--- src/rtl/fetch_pkg.sv ---
// Shared definitions for the instruction fetch stage: FSM state
// encoding, the bubble instruction and the sequential PC step.
package fetch_pkg;

    typedef enum logic [1:0] {
        IDLE  = 2'd0,
        RUN   = 2'd1,
        STALL = 2'd2,
        FLUSH = 2'd3
    } fetch_state_t;

    localparam logic [31:0] NOP       = 32'h0000_0000;
    localparam logic [31:0] INST_STEP = 32'd4;

endpackage

--- src/rtl/fetch_perf_cnt.sv ---
// Fetch-stage performance counters: completed fetches and cycles spent
// stalled. Both clear on reset and wrap naturally at 2^32.
module fetch_perf_cnt
    import fetch_pkg::*;
(
    input  logic        clk,
    input  logic        reset,
    input  logic        fetch_en,
    input  logic        stall_en,
    output logic [31:0] fetch_count,
    output logic [31:0] stall_count
);

    // Count qualifying events each cycle.
    always_ff @(posedge clk) begin
        if (reset) begin
            fetch_count <= '0;
            stall_count <= '0;
        end else begin
            if (fetch_en) fetch_count <= fetch_count + 32'd1;
            if (stall_en) stall_count <= stall_count + 32'd1;
        end
    end

endmodule

--- src/rtl/fetch_ctrl.sv ---
// Instruction fetch controller: owns the PC, drives the instruction
// memory address and registers the fetched word into the IF/ID outputs.
// Optional performance counters are enabled with the FETCH_PERF_EN macro.
module fetch_ctrl
    import fetch_pkg::*;
#(
    parameter logic [31:0] RESET_PC  = 32'h0000_0000,
    parameter int          MEM_BYTES = 1024
) (
    input  logic        clk,
    input  logic        reset,
    input  logic        stall,
    input  logic        branch_taken,
    input  logic [31:0] branch_target,
    input  logic [31:0] inst_data,
    output logic [31:0] inst_addr,
    output logic [31:0] if_inst,
    output logic [31:0] if_pc,
    output logic [31:0] if_pc_plus4,
    output logic        if_valid,
`ifdef FETCH_PERF_EN
    output logic [31:0] fetch_count,
    output logic [31:0] stall_count,
`endif
    output logic [1:0]  state
);

    localparam logic [31:0] PC_MASK = 32'(MEM_BYTES - 1);

    // Sequential PCs wrap inside the instruction memory.
    function automatic logic [31:0] wrap_pc(input logic [31:0] addr);
        return addr & PC_MASK;
    endfunction

    // Redirect targets are forced to a word boundary, then wrapped.
    function automatic logic [31:0] align_target(input logic [31:0] addr);
        return wrap_pc({addr[31:2], 2'b00});
    endfunction

    fetch_state_t state_p0;
    logic [31:0]  pc_p0;
    logic [31:0]  if_inst_p1;
    logic [31:0]  if_pc_p1;
    logic [31:0]  if_pc_plus4_p1;
    logic         vld_p1;

    logic active;
    logic do_branch;
    logic do_hold;
    logic do_fetch;

    // IDLE ignores stall and branch; elsewhere a branch outranks stall.
    always_comb begin
        active    = (state_p0 != IDLE);
        do_branch = active && branch_taken;
        do_hold   = active && !branch_taken && stall;
        do_fetch  = active && !branch_taken && !stall;
    end

    // Fetch FSM with the PC and IF/ID registers.
    always_ff @(posedge clk) begin
        if (reset) begin
            state_p0       <= IDLE;
            pc_p0          <= RESET_PC;
            if_inst_p1     <= NOP;
            if_pc_p1       <= '0;
            if_pc_plus4_p1 <= '0;
            vld_p1         <= 1'b0;
        end else if (state_p0 == IDLE) begin
            state_p0 <= RUN;
        end else if (do_branch) begin
            pc_p0      <= align_target(branch_target);
            if_inst_p1 <= NOP;
            vld_p1     <= 1'b0;
            state_p0   <= FLUSH;
        end else if (do_hold) begin
            state_p0 <= STALL;
        end else begin
            // IF/ID stage boundary: capture the word addressed this cycle.
            if_inst_p1     <= inst_data;
            if_pc_p1       <= pc_p0;
            if_pc_plus4_p1 <= pc_p0 + INST_STEP;
            vld_p1         <= 1'b1;
            pc_p0          <= wrap_pc(pc_p0 + INST_STEP);
            state_p0       <= RUN;
        end
    end

    assign inst_addr   = pc_p0;
    assign if_inst     = if_inst_p1;
    assign if_pc       = if_pc_p1;
    assign if_pc_plus4 = if_pc_plus4_p1;
    assign if_valid    = vld_p1;
    assign state       = state_p0;

`ifdef FETCH_PERF_EN
    logic stall_cycle;
    assign stall_cycle = (state_p0 == STALL);

    fetch_perf_cnt u_perf (
        .clk         (clk),
        .reset       (reset),
        .fetch_en    (do_fetch),
        .stall_en    (stall_cycle),
        .fetch_count (fetch_count),
        .stall_count (stall_count)
    );
`endif

endmodule

--- config.mk ---
export PLATFORM = sky130hd
export DESIGN_NAME = fetch_ctrl
export DESIGN_NICKNAME = d
export VERILOG_FILES = /design/src/rtl/fetch_pkg.sv /design/src/rtl/fetch_perf_cnt.sv /design/src/rtl/fetch_ctrl.sv
export SDC_FILE = /design/constraint.sdc
export NUM_CORES = 1
export LEC_CHECK = 0
export CAP_MARGIN = 20
export CORE_ASPECT_RATIO = 1.2
export CORE_MARGIN = 4
export CORE_UTILIZATION = 37
export CTS_CLUSTER_SIZE = 14
export DETAILED_ROUTE_END_ITERATION = 6
export PLACE_DENSITY = 0.79
export SETUP_SLACK_MARGIN = 0.15
export SYNTH_ARGS = -nofsm -noshare
export SYNTH_HDL_FRONTEND = slang
export SYNTH_SLANG_ARGS = --single-unit
--- constraint.sdc ---
create_clock -name clk -period 1.85 [get_ports clk]
set_input_delay 0.37 -clock clk [delete_from_list [all_inputs] [get_ports clk]]
set_output_delay 0.37 -clock clk [all_outputs]
set_load 0.03 [all_outputs]
==> results.json <==
{
  "run_status": "complete, no violations",
  "synth_async_sr_flop_share_pct": 0,
  "clkSlewWorstSetupHoldPaths_ps": 60,
  "post_synth_inst_count": 329,
  "die_x_um": 91.4,
  "fmaxAchievable_mhz": 626,
  "antenna_found_initial": 0,
  "root_buffer": "sky130_fd_sc_hd__clkbuf_8",
  "maxSlewHeadroom_pct": 55.9,
  "number_of_standard_cell_rows_in_the_floorplan": 36,
  "r2r_cells": 5,
  "drtPass1Iterations": 4,
  "area_taken_by_multi_input_logic_gates_um2": 1440,
  "yosys_warnings": 0,
  "gp_routability_congestion": 0.819,
  "vias_per_cell": 4.56,
  "yosys_reg_bits": 60,
  "clock_sinks": 60,
  "synth_cell_types": 43,
  "final-max-slew-violation-count": 0,
  "power_leakage_uw": 0.00187,
  "ioPinCount": 199,
  "power_density_nw_per_um2": 777,
  "finalCritPeriodShare_pct": 86.4,
  "end_kind": "register",
  "placed_cells": 530,
  "edff_count_synth": 0,
  "hold_viol": 0,
  "dieArea_um2": 9870,
  "floorplan.die.height_um": 108,
  "drcViolationCount": 0,
  "layout_cells_sized_above_1_pct": 18.2,
  "worstPathMaxFanout": 16,
  "clock_path_buffers": 2,
  "xor_xnor_fraction_of_synth_area_pct": 1.14,
  "synthFlopType": "sky130_fd_sc_hd__dfxtp_1",
  "initialDrtViolationCount": 97,
  "synthSimpleGateAreaFrac_pct": 14.8,
  "groute.usage.overall_pct": 14.6,
  "area_delta_synth_final_pct": 33.9,
  "finalSetupTns_ps": 0,
  "timing.max_cap.violations": 0,
  "cell_count_final_fillers_out": 545,
  "hold_path_class": "register to register",
  "postLayoutCellArea_um2": 4130,
  "grt_max_degree": 32,
  "synth.mux.area_fraction_pct": 0,
  "grt_setup_unrepaired": "no",
  "global_route.overflow_total": 0,
  "final_nets": 515,
  "drt.antenna.violating_nets": 0,
  "post_detailed_route_wirelength_per_cell_um": 13.5,
  "postSynthAreaPerCell_um2": 9.38,
  "clock_insertion_delay_worst_skew_ps": 330,
  "synth_top_family_by_area": "buffers and inverters",
  "sequential_cell_area_um2": 1200,
  "timing.critical_path.required_ps": 2100,
  "starting_density_of_the_core_pct": 38.1,
  "fill_cells": 770,
  "ys_seq_area_share_pct": 38.9,
  "synth_area_um2": 3090,
  "yosys.area_share.adder_pct": 0.406,
  "layout_min_cycle_time_ps": 1600,
  "grt_pass1_wl_mm": 11.4,
  "dp_hpwl_mm": 5.67,
  "setup.worst_path.start_class": "primary input",
  "cts_inserted_buffers": 9,
  "setup_viol": 0,
  "ctsHtreeMaxLevel": 3,
  "tritoncts": "yes",
  "via_count": 2486,
  "worst_hold_path_stage_count": 2,
  "diodes": 0,
  "worstPathArrival_ps": 1850,
  "final_core_utilization_pct": 50.9,
  "worst-slew-pin-transition_ps": 654,
  "critPathKind": "primary input to register",
  "worst_ir_drop_vdd_v": 0.000535,
  "core_area_um2": 8110,
  "skew_ps": 4.08,
  "totalWireLength_mm": 7.37,
  "postPlaceCellArea_um2": 4040,
  "io_buffer_count": 103,
  "synth_compound_area_share_pct": 21.6,
  "finalHoldWorstSlack_ps": 453,
  "via_count_of_the_first_global_routing_pass": 2367
}
## cells in the mapped netlist (all sizes together), types with 2 or more instances
cell	n	area, um2
dfxtp	60	1200
o21ai	6	30.0
a2111oi	2	42.5
xor2	2	17.5
clkbuf	5	18.8
nor2b	2	20.0
a22oi	33	398
nor2	50	195
a21oi	20	100
nand2	24	92.6
nand3	4	25.0
buf	86	687
o21a	2	15.0
or2	2	12.5
nor3	8	45.0
xnor2	2	17.5
and2	2	12.5
and3	2	17.5
a211oi	6	55.1
## state kept, by name, summed over array words and instances (netlist names)
signal / flops
inst_addr: 8
if_pc: 8
if_valid: 1
if_pc_plus4: 9
state: 2
if_inst: 32
## area by class of cell
cell class / count / share of cell area [%]
Clock buffer: 13 / 3.85
Clock inverter: 2 / 0.242
Inverter: 1 / 0.0909
Multi-Input combinational cell: 247 / 35.0
Sequential cell: 60 / 29.1
Tap cell: 95 / 2.88
Timing Repair Buffer: 127 / 28.9
## cell families after synthesis
family	Yosys count
AND/OR/NAND/NOR	99
buffers and inverters	92
AO/OA/AOI/OAI	72
flip-flops	60
XOR/XNOR	4
adder cells (fa/ha/maj)	1
other	1
## metrics by stage
step	setup WS [ps]	total power, uW
after floorplan	236	2070
after global placement	-34.7	2240
after detailed placement	-102	2250
after CTS	239	3260
after global routing	155	3380
final	252	3210
## path summary, 6_finish.rpt
| kind | startpoint | end | slack, ps |
|---|---|---|---|
| worst max-delay path | branch_taken | if_pc_plus4[6] | 250 |
| worst min register to register | if_pc_plus4[10] | if_pc_plus4[10] | 450 |
| worst min-delay path | if_pc_plus4[10] | if_pc_plus4[10] | 450 |
| worst max register to register | inst_addr[2] | inst_addr[6] | 290 |
## per-layer routing
metal / track usage (%) / share of wire, %
met2: 25.0 / 49
met3: 6.82 / 11
met1: 15.7 / 38
met5: 0 / 0
met4: 5.93 / 1.7
## critical path, cell delays in order
cell	delay, ps
sky130_fd_sc_hd__clkdlybuf4s50_1	470
sky130_fd_sc_hd__buf_4	190
sky130_fd_sc_hd__nor3_4	200
sky130_fd_sc_hd__buf_4	190
sky130_fd_sc_hd__buf_12	170
sky130_fd_sc_hd__nor2_1	60
sky130_fd_sc_hd__a211oi_2	200
## cells in the final DEF (no fill, tap or decap), types with 3 or more instances in the layout
master and instances:
sky130_fd_sc_hd__nand2_1 23, sky130_fd_sc_hd__nor3_1 7, sky130_fd_sc_hd__dlygate4sd2_1 60, sky130_fd_sc_hd__clkbuf_8 11, sky130_fd_sc_hd__nand3_1 3, sky130_fd_sc_hd__conb_1 71, sky130_fd_sc_hd__nor2_2 3, sky130_fd_sc_hd__clkdlybuf4s50_1 42
sky130_fd_sc_hd__buf_4 19, sky130_fd_sc_hd__buf_12 5, sky130_fd_sc_hd__a21oi_1 20, sky130_fd_sc_hd__dfxtp_1 60, sky130_fd_sc_hd__a22oi_1 3, sky130_fd_sc_hd__nor2_1 47, sky130_fd_sc_hd__a211oi_1 4, sky130_fd_sc_hd__o21ai_0 4
sky130_fd_sc_hd__a22oi_2 30
## repair_timing
action,in CTS,in global routing
buffers inserted,0,0
hold buffers,0,0
setup endpoints to repair,60,0
resized for setup,60,0
## report_power, final
| group | switching, uW | internal [uW] | total (uW) |
|---|---|---|---|
| registers | 39.9 | 1350 | 1390 |
| clock network | 477 | 548 | 1020 |
| logic | 521 | 276 | 797 |
| total | 1040 | 2170 | 3210 |
Power figures use the tool's default switching activity.
